==> config.mk <==
export PLATFORM = sky130hd
export DESIGN_NAME = dbus_arbiter
export DESIGN_NICKNAME = d
export VERILOG_FILES = /design/src/rtl/dbus_arbiter_pkg.sv /design/src/rtl/rr_pick2.sv /design/src/rtl/dbus_arbiter.sv
export SDC_FILE = /design/constraint.sdc
export NUM_CORES = 1
export LEC_CHECK = 0
export CAP_MARGIN = 20
export CORE_AREA = 3 3 148 150
export CTS_BUF_LIST = sky130_fd_sc_hd__clkbuf_4 sky130_fd_sc_hd__clkbuf_8 sky130_fd_sc_hd__clkbuf_16
export DETAILED_ROUTE_END_ITERATION = 6
export DIE_AREA = 0 0 151 153
export SETUP_SLACK_MARGIN = 0.05
export SLEW_MARGIN = 20
export SYNTH_ARGS = -nofsm -noshare
export SYNTH_HDL_FRONTEND = slang
export SYNTH_SLANG_ARGS = --single-unit
==> constraint.sdc <==
create_clock -name clk -period 3.3 [get_ports clk]
set_clock_uncertainty 0.05 [all_clocks]
set_input_delay 0.99 -clock clk [delete_from_list [all_inputs] [get_ports clk]]
set_output_delay 0.99 -clock clk [all_outputs]
set_load 0.05 [all_outputs]
==> src/rtl/dbus_arbiter_pkg.sv <==
// ---------------------------------------------------------------------------
// dbus_arbiter_pkg
// Shared data-bus types used by the data-bus arbiter and its neighbours.
// The request/response structs match the core's common bus definitions.
// The arbiter state enum lives here so the testbench and the top can share it.
//
// Contents:
//   addr_t / word_t / msize_t / strobe_t  basic bus field types
//   dbus_req_t        request from a requester to the bus
//   dbus_resp_t       response from the bus to a requester
//   dbus_arb_state_t  IDLE / BUSY state of the arbiter
// ---------------------------------------------------------------------------
package dbus_arbiter_pkg;

  typedef logic [31:0] addr_t;
  typedef logic [31:0] word_t;
  typedef logic [2:0]  msize_t;
  typedef logic [3:0]  strobe_t;

  typedef struct packed {
    logic    valid;
    addr_t   addr;
    msize_t  size;
    strobe_t strobe;
    word_t   data;
  } dbus_req_t;

  typedef struct packed {
    logic  addr_ok;
    logic  data_ok;
    word_t data;
  } dbus_resp_t;

  typedef enum logic {
    IDLE = 1'b0,
    BUSY = 1'b1
  } dbus_arb_state_t;

endpackage

==> src/rtl/rr_pick2.sv <==
// ---------------------------------------------------------------------------
// rr_pick2
// Combinational two-way pick used by the data-bus arbiter while it is idle.
// A lone requester always wins. When both ports request, the preferred port
// (rr) wins.
//
// Ports:
//   v0, v1       request valid from port 0 / port 1
//   rr           preferred port when both request
//   grant_valid  at least one port is requesting
//   grant_id     winning port (0 when nobody requests)
// ---------------------------------------------------------------------------
module rr_pick2 (
  input  logic v0,
  input  logic v1,
  input  logic rr,
  output logic grant_valid,
  output logic grant_id
);

  // A contested pick follows the preference bit. Otherwise port 1 wins only
  // when it is the sole requester.
  assign grant_valid = v0 | v1;
  assign grant_id    = (v0 & v1) ? rr : v1;

endmodule

==> src/rtl/dbus_arbiter.sv <==
// ---------------------------------------------------------------------------
// dbus_arbiter
// Shares the single data bus between the MEM-stage access unit (port 0) and
// the page-table walker (port 1). A requester holds the bus from its first
// cycle until data_ok. Grants alternate round-robin. The port that is not
// using the bus sees an all-zero response. The arbiter also counts completed
// transactions per port and keeps a sticky protocol-error flag.
//
// Ports:
//   clk, rst     clock; asynchronous active-low reset
//   req0, resp0  port 0 (MEM stage) request / response
//   req1, resp1  port 1 (page-table walker) request / response
//   dreq, dresp  request to / response from the shared data bus
//   busy         registered: the bus is locked to owner
//   owner        registered: lock holder, meaningful only while busy
//   done_cnt0/1  completed transactions per port, wrap-around
//   proto_err    sticky: an owner dropped valid before data_ok
// ---------------------------------------------------------------------------
module dbus_arbiter
  import dbus_arbiter_pkg::*;
#(
  parameter int CNT_W = 32
) (
  input  logic             clk,
  input  logic             rst,
  input  dbus_req_t        req0,
  output dbus_resp_t       resp0,
  input  dbus_req_t        req1,
  output dbus_resp_t       resp1,
  output dbus_req_t        dreq,
  input  dbus_resp_t       dresp,
  output logic             busy,
  output logic             owner,
  output logic [CNT_W-1:0] done_cnt0,
  output logic [CNT_W-1:0] done_cnt1,
  output logic             proto_err
);

  dbus_arb_state_t  state;
  logic             owner_q;
  logic             rr_q;
  logic [CNT_W-1:0] cnt0_q;
  logic [CNT_W-1:0] cnt1_q;
  logic             err_q;

  logic      pick_valid;
  logic      pick_id;
  logic      sel_valid;
  logic      sel_id;
  dbus_req_t sel_req;
  logic      complete;

  rr_pick2 u_pick (
    .v0          (req0.valid),
    .v1          (req1.valid),
    .rr          (rr_q),
    .grant_valid (pick_valid),
    .grant_id    (pick_id)
  );

  // Decide which port drives the bus this cycle. While locked, the owner keeps
  // the bus even if it drops valid, so a protocol error cannot hand the bus to
  // the other port. While idle, the round-robin pick is used directly, so a
  // request needs no extra cycle. Holding reset forces "nobody", so the bus
  // and both responses go quiet at once, even if a requester still drives valid.
  always_comb begin
    sel_valid = 1'b0;
    sel_id    = 1'b0;
    if (rst) begin
      if (state == BUSY) begin
        sel_valid = 1'b1;
        sel_id    = owner_q;
      end else begin
        sel_valid = pick_valid;
        sel_id    = pick_id;
      end
    end
  end

  // Steer the selected request to the bus and the bus response back to the
  // selected port only. The other port sees all zeros, so its addr_ok and
  // data_ok stay low.
  assign sel_req  = sel_id ? req1 : req0;
  assign dreq     = sel_valid ? sel_req : '0;
  assign resp0    = (sel_valid && !sel_id) ? dresp : '0;
  assign resp1    = (sel_valid &&  sel_id) ? dresp : '0;
  assign complete = sel_valid && dresp.data_ok;

  // Lock state, round-robin preference, completion counters and error flag.
  // A completion always returns to IDLE and hands preference to the other
  // port. Any selected cycle without data_ok locks the bus to the selected
  // port. Only the locked owner can trigger a protocol error, by dropping
  // valid before data_ok.
  always_ff @(posedge clk or negedge rst) begin
    if (!rst) begin
      state   <= IDLE;
      owner_q <= 1'b0;
      rr_q    <= 1'b0;
      cnt0_q  <= '0;
      cnt1_q  <= '0;
      err_q   <= 1'b0;
    end else begin
      if (complete) begin
        state <= IDLE;
        rr_q  <= ~sel_id;
        if (sel_id) begin
          cnt1_q <= cnt1_q + CNT_W'(1);
        end else begin
          cnt0_q <= cnt0_q + CNT_W'(1);
        end
      end else if (sel_valid) begin
        state   <= BUSY;
        owner_q <= sel_id;
        if ((state == BUSY) && !sel_req.valid) begin
          err_q <= 1'b1;
        end
      end
    end
  end

  assign busy      = (state == BUSY);
  assign owner     = owner_q;
  assign done_cnt0 = cnt0_q;
  assign done_cnt1 = cnt1_q;
  assign proto_err = err_q;

endmodule
* Yosys cells after proc, flatten, opt, wreduce, memory -nomap -nowiden
Index checks and enable logic that the tools add are counted.
Storage, ports and cells: input port bits 180, register bits 68, word-level logic and storage cells 34, output and inout bits 207
Operators by class: muxes and demuxes 11, reductions and logical operators 11, add/subtract/negate cells 2, bitwise gates (word level) 4
Operator list (number):
- $mux W72 | 2
- $mux W34 | 2
- $add A32 B1 Y32 const B | 2
- $mux W1 | 7
- $reduce_and A2 Y1 | 3
- $logic_and A1 B1 Y1 | 4
- $reduce_and A3 Y1 | 1
- $logic_not A1 Y1 | 2
- $not A1 Y1 | 2
- $reduce_bool A2 Y1 | 1
- $and A1 B1 Y1 | 1
- $or A1 B1 Y1 | 1

* Logic depth before layout (Yosys ltp)
Gate-level depths: netlist of run 1.
depth after elaboration 8, depth in mapped cells 7, mapped depth without buffers 5

* Cells and area by module
Synthesis of run 1 repeated with hierarchy kept, for this count alone.
Unflattened totals: cells, all modules 628, area total of the unflattened synthesis 4822.1 um^2
Modules (own cells, without submodules):
- dbus_arbiter | sequential area each 1701.6 um^2, instances 1, area each 4804.6 um^2, cells an instance 625
- rr_pick2 | sequential area each 0.0 um^2, instances 1, area each 17.5 um^2, cells an instance 3

* Worst setup path before layout of run 1
Ideal clock, no wire load.
path kind input to output, start point input req0[71] (netlist bit), end point output dreq[71] (netlist bit), required time 2.260 ns, cell stages on the path 5, buffers on the path 1, arrival time 2.511 ns, slack -0.251 ns, path through nand2b_1 > a31oi_2 > clkbuf_1 > mux2i_1 > nor2b_1
RTL lines:
- start: declaration | RTL line dbus_arbiter.sv:26 | input dbus_req_t req0,
- end: declaration | RTL line dbus_arbiter.sv:30 | output dbus_req_t dreq,

==> results of run 1 <==
[state kept, by name, indices dropped and copies added (netlist names)]
| signal | cells |
|---|---|
| owner | 1 |
| done_cnt1 | 32 |
| done_cnt0 | 32 |
| busy | 1 |
| rr_q | 1 |
| proto_err | 1 |
[cell type report]
type	count	area, um^2	area share [%]
Clock buffer	10	239	2.06
Timing Repair Buffer	440	6000	51.6
Antenna cell	2	5.00	0.0431
Multi-Input combinational cell	487	3180	27.4
Tap cell	275	344	2.96
Clock inverter	6	111	0.958
Inverter	10	37.5	0.323
Sequential cell	68	1700	14.6
[final timing paths]
path / start / endpoint / slack (ns) / cells past startpoint
max in group asynchronous: rst / done_cnt1[24] / 1.53 / 3
min: done_cnt1[31] / done_cnt1[31] / 0.42 / 1
min in group asynchronous: rst / owner / 0.56 / 2
max reg2reg: busy / done_cnt1[30] / 1.05 / 7
min reg2reg: done_cnt1[31] / done_cnt1[31] / 0.42 / 1
max: req1[71] / dreq[5] / 0.08 / 9
[metrics by stage]
stage | utilization, % | instances | power [W] | hold WS, ns | setup TNS (ns)
floorplan | - | 604 | 0.00207 | 0.440 | -0.444
global placement | 51.7 | 1272 | 0.00335 | 0.404 | -42.04
detailed placement | 51.7 | 1272 | 0.00336 | 0.405 | -45.34
CTS | 55.1 | 1295 | 0.00461 | 0.430 | 0
global route | 55.8 | 1297 | 0.00479 | 0.453 | 0
finish | 55.8 | 1298 | 0.00460 | 0.425 | 0
[logic make-up after synthesis]
logic type	Yosys count	share of synthesized area [%]
AO/OA/AOI/OAI	7	1.19
XOR/XNOR	62	11.8
adder cells (fa/ha/maj)	2	0.543
buffers and inverters	49	4.02
flip-flops	68	36.9
multiplexers	4	0.923
AND/OR/NAND/NOR	412	44.6
[repair_timing]
action,4_1_cts,5_1_grt
cloned,3,3
setup buffers,4,0
endpoints found under the setup margin,140,79
pin swaps,6,26
gates resized for setup,79,28
[metal layers]
| metal | up-vias | GRT usage, % |
|---|---|---|
| li1 | 2856 | - |
| met1 | 2758 | 23.4 |
| met2 | 246 | 34.3 |
| met3 | 21 | 8.27 |
| met4 | 0 | 4.27 |
| met5 | - | 0 |
[power by group through the flow]
stage	registers, W	logic [W]	clock network, W
3_3_place_gp	0.000974	0.00238	0
6_report	0.000963	0.00252	0.00112
5_1_grt	0.000976	0.00262	0.00119
2_1_floorplan	0.00115	0.000924	0
4_1_cts	0.000963	0.00250	0.00115
3_5_place_dp	0.000975	0.00239	0
[worst max-delay path, delay by kind of cell]
family          cells  cell delay, ns
compound gates      1            0.22
buf+inv             6            0.76
simple gates        2            0.20
[layout by cell type, fill, tap and decap left out, types with 3 or more instances in the layout]
cell type / instances
and2_1: 10
nand2_1: 66
nand2_2: 91
nor2_1: 16
and2_4: 27
nand2_4: 5
buf_12: 157
nor4_2: 5
clkdlybuf4s50_1: 243
buf_6: 4
inv_1: 10
xnor2_1: 33
bufinv_16: 3
nand3_1: 87
buf_4: 29
nand4_1: 16
dfrtp_1: 68
clkbuf_16: 12
nand3_2: 8
and3_1: 43
nor3_1: 15
xor2_1: 29
==> qor.csv, run 1 <==
stage,metric,value,unit
routing,ant_nets,0,
pwr,leakage,5.14,nW
routing,drt-vias-per-instance,4.53,
global_routing,antenna_found_initial,1,
sta,max_freq,310,MHz
cells_and_area,syn2layout_area_growth,152,%
global_routing,grt_pass1_wl,35.7,mm
routing,routedWlPerCell,18.8,um
placement,dpl-instance-area,10800,um^2
cts,tritoncts,built,
sta,grt_setup_unrepaired,yes,
synthesis,yosysMostFrequentCell,nand2_1,
cts,clkTransAtPathRegs,0.05,ns
pwr,power_density,396,nW/um^2
synthesis,yosys_warnings,0,
placement,place_congestion,0.877,
synthesis,synth-edff-count,0,
worst_setup_path,arrival,2.18,ns
worst_setup_path,crit_chain,buf_6 > buf_6 > a31oi_4 > buf_12 > buf_12 > buf_4 > nand3_2 > nand2_4 > buf_12,
cts,cts.hold.buffers_added,0,
cells_and_area,final_nets,1198,
worst_setup_path,worst_setup_path_start_kind,input port,
worst_setup_path,worstSetupEndpointType,output pin,
global_routing,grt_pass1_vias,5897,
worst_setup_path,cp.required,2.26,ns
sta,timing.final.ws_setup,0.0756,ns
sta,finalHoldViolCount,0,
routing,routed.top_layer,met4,
pwr,ir_worst_vdd,0.260,mV
sta,finalMaxSlewViolations,0,
worst_setup_path,slowest_stage,a31oi_4,
floorplanning,die_w,151,um
pwr,power_frac_comb,54.7,%
sta,slew_headroom,61.6,%
synthesis,synthTopCellsByArea,"dfrtp_1, nand2_1, nand3_1",
routing,routed-wl-met3,2.59,mm
synthesis,synth.avg_cell_area,7.63,um^2
floorplanning,core,20800,um^2
pwr,p_sw,0.00177,W
pwr,pwr-share-clk,24.4,%
cts,clk_latency,0.33,ns
synthesis,synth-seq-cells,68,
cells_and_area,drive_gt1_share,36.0,%
floorplanning,ioPinCount,387,
routing,wl_met1,9.29,mm
outcome,status,finished clean,
cts,clock_sinks,68,
placement,io_buffers,386,
sta,fin_crit,3.22,ns
cts,cts_root_buffer,clkbuf_16,
routing,firstDrtPassIters,5,
cts,cts_buffer_depth,2,
worst_setup_path,max_stage_delay,0.22,ns
pwr,pwr-share-seq,20.9,%
synthesis,ys.flop_type,dfrtp_1,
routing,drc_errors,0,
synthesis,synth_common_cells,"nand2_1, nand3_1, dfrtp_1, and3_1, and2_1",
min_path,holdCritPathClass,reg -> reg,
synthesis,synth_nets,786,
floorplanning,die_height,153,um
synthesis,async_reset_ff_share,100,%
synthesis,synth_area_leader_cell,dfrtp_1,
sta,worstMarginPinSlew,0.574,ns
synthesis,yosysTopAreaCellShare,36.9,%
global_routing,grt_max_degree,51,
run,cap_violations,0,
synthesis,syn_area,4610,um^2
cells_and_area,final_area,11600,um^2
cts,cts_buffers,9,
pwr,p_sw_share,38.4,%
worst_setup_path,critPathKind,in -> out,
sta,setup_viol,0,
floorplanning,rows,53,
cells_and_area,nFillCells,1807,
synthesis,synth_cell_type_count,36,
placement,dp_slack,-0.430,ns
synthesis,seq_area_frac_synth,36.9,%
global_routing,grt_use_total,20.0,%
cts,h-tree-depth,3,
routing,finalWirelength,24.5,mm
routing,vias,5881,
worst_setup_path,timing.critical_path.mode_cell,buf_12,
placement,hpwl,19.6,mm
synthesis,synth_cells,604,
routing,first_iter_violations,220,
pwr,intPower,0.00283,W
sta,min_period_over_period,97.7,%
floorplanning,dieArea,23100,um^2
global_routing,grt.overflow.total,0,
worst_setup_path,crit_fanout,6,
floorplanning,start_util,22.1,%
routing,dr_wl_met2,12.2,mm
Note: power is estimated with default switching activity, not from simulation.
==> run 2, diff against run 1 <==
- CORE_AREA: 3 3 148 150 -> 3 3 147 149
- DIE_AREA: 0 0 151 153 -> 0 0 150 152
- SYNTH_HIERARCHICAL: not set -> 1
==> run 2 against run 1 <==
  * Critical path depth is 1 higher
  * Combinational power hardly changed
  * Global-route usage is 2.7 points higher
  * Sequential power is 2.6% higher
  * First-iteration DRC count is 18% higher
  * Sequential cell count stayed put
  * Critical endpoint is now dreq[16]
  * The run now ends with negative setup slack left
  * Utilization is 10 points higher
  * Synthesized area is 4.6% higher
  * Via count is 11% higher
  * Non-clock buffer count is 37 higher
  * Count of clock-buffer cells in the layout is 5 higher
  * Critical path type unchanged
==> qor.csv, run 2 <==
stage,metric,value,unit,change
synthesis,seq_area_frac_synth,35.3,%,was 36.9%
cts,clock_sinks,68,,unchanged
synthesis,synth-edff-count,0,,unchanged
sta,finalMaxSlewViolations,0,,unchanged
placement,place_congestion,0.852,,was 0.877
cts,clkTransAtPathRegs,0.05,ns,about the same
sta,max_freq,282,MHz,was 310 MHz
worst_setup_path,critPathKind,in -> out,,unchanged
worst_setup_path,arrival,2.51,ns,was 2.18 ns
worst_setup_path,max_stage_delay,0.23,ns,was 0.22 ns
placement,dp_slack,-0.569,ns,was -0.430 ns
min_path,holdCritPathClass,reg -> reg,,unchanged
synthesis,async_reset_ff_share,100,%,unchanged
global_routing,grt_use_total,22.7,%,was 20.0%
run,cap_violations,0,,unchanged
outcome,status,"complete, but fails checks",,was finished clean
sta,grt_setup_unrepaired,yes,,unchanged
cells_and_area,drive_gt1_share,46.4,%,was 36.0%
sta,setup_viol,138,,was 0
pwr,intPower,0.00266,W,was 0.00283 W
global_routing,antenna_found_initial,9,,was 1
global_routing,grt_pass1_wl,40.2,mm,was 35.7 mm
synthesis,synth_common_cells,"nand2_1, a21oi_1, and3_1, dfrtp_1, xnor2_1",,"was nand2_1, nand3_1, dfrtp_1, and3_1, and2_1"
global_routing,grt.overflow.total,0,,unchanged
synthesis,synthTopCellsByArea,"dfrtp_1, nand2_1, and3_1",,"was dfrtp_1, nand2_1, nand3_1"
synthesis,syn_area,4820,um^2,was 4610 um^2
worst_setup_path,worst_setup_path_start_kind,input port,,unchanged
floorplanning,rows,52,,was 53
synthesis,synth_nets,810,,was 786
synthesis,ys.flop_type,dfrtp_1,,unchanged
floorplanning,core,20300,um^2,was 20800 um^2
sta,worstMarginPinSlew,0.646,ns,was 0.574 ns
pwr,leakage,5.46,nW,was 5.14 nW
floorplanning,die_w,150,um,was 151 um
worst_setup_path,crit_chain,buf_8 > a21boi_4 > mux2_4 > buf_4 > and2_4 > buf_12 > buf_16 > nand2_1 > a21oi_4 > buf_8,,was buf_6 > buf_6 > a31oi_4 > buf_12 > buf_12 > buf_4 > nand3_2 > nand2_4 > buf_12
routing,routedWlPerCell,21.5,um,was 18.8 um
cells_and_area,layout_commonest_cell,clkdlybuf4s50_1,,unchanged
cells_and_area,nFillCells,1546,,was 1807
cells_and_area,syn2layout_area_growth,177,%,was 152%
placement,io_buffers,386,,unchanged
outcome,violations,negative setup slack,,
cells_and_area,final_cell_mix,"clkdlybuf4s50_1, buf_12, nand2_1, a21oi_4, dfrtp_1",,"was clkdlybuf4s50_1, buf_12, nand2_2, nand3_1, dfrtp_1"
sta,slew_headroom,56.9,%,was 61.6%
floorplanning,dieArea,22800,um^2,was 23100 um^2
synthesis,yosysTopAreaCellShare,35.3,%,was 36.9%
synthesis,yosysMostFrequentCell,nand2_1,,unchanged
cells_and_area,fin_util,65.8,%,was 55.8%
pwr,pwr-share-seq,22.4,%,was 20.9%
routing,ant_nets,0,,unchanged
sta,fin_crit,3.55,ns,was 3.22 ns
routing,drt-vias-per-instance,4.81,,was 4.53
cts,clk_latency,0.33,ns,about the same
floorplanning,ioPinCount,387,,unchanged
sta,timing.final.ws_setup,-0.249,ns,was 0.0756 ns
global_routing,grt_pass1_vias,6631,,was 5897
placement,hpwl,20.4,mm,was 19.6 mm
pwr,total_power,0.00442,W,was 0.00460 W
routing,first_iter_violations,260,,was 220
worst_setup_path,slowest_stage,and2_4,,was a31oi_4
pwr,p_sw,0.00176,W,was 0.00177 W
routing,vias,6505,,was 5881
routing,drc_errors,0,,unchanged
synthesis,synth_cell_type_count,41,,was 36
cts,tritoncts,built,,unchanged
worst_setup_path,worstSetupEndpointType,output pin,,unchanged
floorplanning,start_util,23.8,%,was 22.1%
routing,firstDrtPassIters,4,,was 5
sta,min_period_over_period,108,%,was 97.7%
global_routing,grt_max_degree,68,,was 51
pwr,pwr-share-clk,21.0,%,was 24.4%
routing,finalWirelength,29.0,mm,was 24.5 mm
synthesis,synth_area_leader_cell,dfrtp_1,,unchanged
synthesis,yosys_warnings,6,,was 0
cts,h-tree-depth,3,,unchanged
pwr,power_frac_comb,56.6,%,was 54.7%
cts,cts_buffers,9,,unchanged
worst_setup_path,cp.required,2.26,ns,about the same
cts,cts_buffer_depth,2,,unchanged
pwr,power_density,331,nW/um^2,was 396 nW/um^2
pwr,p_sw_share,39.8,%,was 38.4%
cts,cts_root_buffer,clkbuf_16,,unchanged
synthesis,synth.avg_cell_area,7.68,um^2,was 7.63 um^2
synthesis,synth-seq-cells,68,,unchanged
sta,holdWs,0.413,ns,was 0.425 ns
worst_setup_path,crit_fanout,6,,unchanged
sta,finalHoldViolCount,0,,unchanged
floorplanning,die_height,152,um,was 153 um
pwr,ir_worst_vdd,0.253,mV,was 0.260 mV
cells_and_area,final_nets,1253,,was 1198
synthesis,synth_cells,628,,was 604
worst_setup_path,timing.critical_path.mode_cell,buf_8,,was buf_12
[run 2: layout make-up]
cell class	count	area [um^2]	area share [%]
clock buffer	15	289	2.16
timing repair buffer	477	6450	48.3
antenna	5	12.5	0.0937
clock inverter	1	5.00	0.0375
tap	270	338	2.53
multi-input combinational	503	4510	33.8
inverter	12	45.0	0.337
sequential	68	1700	12.7
[run 2: logic make-up after synthesis]
group,count (synthesis),synth area share [%]
buffers and inverters,58,5.29
AND/OR/NAND/NOR,351,36.9
multiplexers,3,0.675
AO/OA/AOI/OAI,84,9.89
adder cells (fa/ha/maj),2,0.519
flip-flops,68,35.3
XOR/XNOR,62,11.4
[run 2: stage by stage]
step	std cells	cell area, um^2	TNS, ns
5_1_grt	1351	13400	-30.58
6_report	1351	13400	-24.33
3_5_place_dp	1280	11100	-65.66
2_1_floorplan	628	5870	-2.58
4_1_cts	1331	12800	-25.50
3_3_place_gp	1280	11100	-62.73
[run 2: power groups by stage]
stage / combinational (W) / sequential [W] / clock (W)
CTS: 0.00239 / 0.000988 / 0.000946
floorplan: 0.000952 / 0.00118 / 0
detailed placement: 0.00205 / 0.00100 / 0
global route: 0.00260 / 0.00100 / 0.000980
global placement: 0.00204 / 0.00100 / 0
finish: 0.00250 / 0.000988 / 0.000928
[run 2: layer usage]
layer  vias up  GRT usage, %  share of wire, %
met5         -             0              0.16
met4         8          9.54               3.5
met3        71          7.18               7.8
met2       276          38.7                51
met1      3100          26.1                38
li1       3050             -                 -
[run 2: worst paths after layout]
kind | startpoint | depth (start not counted) | slack [ns] | to
worst max-delay path | req0[71] | 10 | -0.25 | dreq[16]
worst min-delay path | proto_err | 1 | 0.41 | proto_err
worst max register to register | rr_q | 11 | 1.19 | proto_err
worst min register to register | proto_err | 1 | 0.41 | proto_err
max in group asynchronous | rst | 3 | 1.77 | done_cnt0[10]
min in group asynchronous | rst | 2 | 0.63 | rr_q
[run 2: timing repair]
item                       4_1_cts  5_1_grt
pin swaps                       71       23
gates resized for setup        238       59
buffers inserted                20        5
gates cloned                    15       14
hold buffers                     0        0
setup endpoints to repair      140      139
[run 2: worst max-delay path, delay by kind of cell]
| family | cells | cell delay, ns |
|---|---|---|
| AO/OA/AOI/OAI | 2 | 0.35 |
| buffers and inverters | 5 | 0.62 |
| multiplexers | 1 | 0.20 |
| AND/OR/NAND/NOR | 2 | 0.34 |
==> RTL change: new RTL, settings of run 2 <==
Set the parameter `CNT_W` to 36 (it was 32).
--- a/src/rtl/dbus_arbiter.sv
+++ b/src/rtl/dbus_arbiter.sv
@@ -21,3 +21,3 @@
 #(
-  parameter int CNT_W = 32
+  parameter int CNT_W = 36
 ) (
Interface: changed (resized done_cnt0 and done_cnt1); port bits go from 387 to 395. No check against the original RTL was run, so the function may have changed too.
==> RTL change against run 2 <==
- worst setup slack better by 0.048 ns
- worst hold slack gained 0.0047 ns
- the flow still finishes with violations (negative setup slack)
- design area up 6.1%
- critical path depth unchanged
- maximum frequency rose by 1.4%
- area after synthesis grew 12%
- critical endpoint is now dreq[44]
- total power up 4.7%
- sequential cell count increased by 8
- wire length increased by 8.2%
- register-to-register slack got worse by 0.06 ns
==> RTL change: results (changes against run 2) <==
vias=6960 (+7.0%); drt first pass iters=4 (unchanged); Num CTS Buffers=9 (unchanged); number of global-route vias before repair=7050 (+6.3%); met2 wire len=16.93 mm (+15%); RD Place Congestion=0.8426 (-1.1%); Routed WL=31.41 mm (+8.2%); largest cells by area after synthesis=dfrtp_1, nand2_1, and3_1, xor2_1, a21oi_1; register-to-register setup slack=1.13 ns (-0.06 ns); worst flop-to-flop path startpoint=done_cnt0[4]; metal3 WL=2.149 mm (-5.5%); worst hold slack=0.4180 ns (+0.004695 ns); leakage power total=0.006052 uW (+11%); clk root buf=clkbuf_16; largest net degree at the start of global routing=45 (-34%); antenna violations before repair=12 (+3); top post-synthesis cells by count=nand2_1, and3_1, dfrtp_1, a21oi_1, xor2_1; Top delay family on crit path=buffers and inverters; Reg-to-Reg End=done_cnt0[21]; Routed Antenna Nets=0 (unchanged); sequential-to-total area share from yosys stat=35.31% (about the same); placed cell area=11810 um^2 (+6.3%); worst-skew pair later-pin latency=roughly 0.34 ns; Synth async-reset ratio=100.0% (unchanged); syn nets=858 (+5.9%); Psw=1765 uW (+0.42%); H-tree levels=3 (unchanged); share of cells above drive strength 1=45.42% (-0.95 points); Worst Tran Pin Value=0.7347 ns (+0.08879 ns); Cell variety after synth=47 (+15%); fin nets=1313 (+4.8%); CP Data Arrival Time=2.46 ns (-0.05 ns); dpl ws=-0.5422 ns (+0.02661 ns); Most used DFF post-synth=dfrtp_1; drt initial violations=224 (-14%); first-pass GRT wire length=44.47 mm (+11%); crit-path max cell delay=0.21 ns (-0.02 ns); synth warn=6 (unchanged); hpwl dp=21.48 mm (+5.4%); # setup viols final=136 (-1.4%); status=complete, but fails checks; failing checks=negative setup slack; Max Fanout on Critical Path=12 (+6); CTS max path bufs=2 (unchanged); Final WS setup=-0.2010 ns (+0.04755 ns); R2R cell count=4 (-7); gr usage total=25.40% (+2.7 points); VDD IR max=0.3623 mV (+43%); CP max stage cell=a21oi_4; met1 WL=11.37 mm (+3.6%); max layer used=met5; Worst-path clk slew=0.06 ns; HP Class=in2async; fill count=1451 (-6.1%); port bufs=394 (+2.1%); cell area after layout=14170 um^2 (+6.1%)
RTL change: cell count changes in the layout (fill, tap and decap cells not counted), moves of 7 or more:
cell and delta:
xor2_1 +20, nand2_2 -12, xnor2_1 -11, nand2_4 +10, buf_4 +9, clkdlybuf4s50_1 +9
and3_1 +8, buf_16 +8, dfrtp_1 +8, nand4_1 -7, nor4_1 +7
RTL change: how the worst max path moves through the flow:
stage             start       end  slack [ns]  depth (start not counted)
3_3_place_gp   req0[71]  dreq[60]       -0.51                          8
2_1_floorplan  req1[71]  dreq[33]       -0.02                          8
4_1_cts        req1[71]  dreq[57]       -0.19                         11
6_report       req1[71]  dreq[44]       -0.20                         10
3_5_place_dp   req0[71]  dreq[60]       -0.54                          8
5_1_grt        req1[71]  dreq[34]       -0.24                         10
RTL change: cell type report:
cell class              instances  share of cell area (%)
diodes                         10                  0.1766
clock buffers                   9                   1.589
clock inverters                 7                  0.8653
inverters                      12                  0.3179
multi-input cells             538                   34.36
flip-flops and latches         76                   13.42
well taps                     270                   2.384
repair buffers                494                   46.88
RTL change: worst register-to-register path, stage by stage (launching register included):
cell and delay [ns]:
dfrtp_1 0.47, and4_4 0.28, nand4_2 0.58, nor4_1 0.54, xor2_1 0.17
RTL change: logic make-up (layout without fill, tap and decap cells):
group | after synthesis | count (layout) | share of synthesized area, %
AND/OR/NAND/NOR | 376 | 376 | 36.98
AO/OA/AOI/OAI | 87 | 88 | 9.686
flip-flops | 76 | 76 | 35.31
XOR/XNOR | 70 | 70 | 11.38
buffers and inverters | 63 | 522 | 5.784
adder cells (fa/ha/maj) | 2 | 2 | 0.4645
multiplexers | 2 | 2 | 0.3949
other | 0 | 10 | 0
RTL change: layer usage:
metal | vias up | GRT usage, %
met3 | 56 | 6.851
met4 | 8 | 8.235
met2 | 246 | 46.48
li1 | 3267 | -
met1 | 3383 | 28.19
met5 | - | 0
RTL change: per-stage QoR:
| step | power [uW] | TNS (ns) | instances |
|---|---|---|---|
| floorplan | 2143 | -0.8252 | 676 |
| CTS | 4548 | -16.95 | 1390 |
| detailed placement | 3049 | -60.75 | 1336 |
| global placement | 3043 | -58.64 | 1336 |
| finish | 4626 | -14.05 | 1416 |
| global route | 4797 | -20.27 | 1414 |
RTL change: what timing repair did:
item                                    4_1_cts  5_1_grt
gates cloned                                 19        8
hold buffers                                  0        0
resized for setup                           223       71
hold endpoints to repair                      0        0
setup buffers                                19       11
endpoints found under the setup margin      140      140
pin swaps                                    63       75
RTL change: power by group through the flow:
stage	registers (uW)	clock network [uW]	logic, uW
after global placement	1080	0	1960
after CTS	1060	1170	2310
final	1070	1150	2410
after floorplan	1250	0	898
after global routing	1080	1210	2510
after detailed placement	1080	0	1970
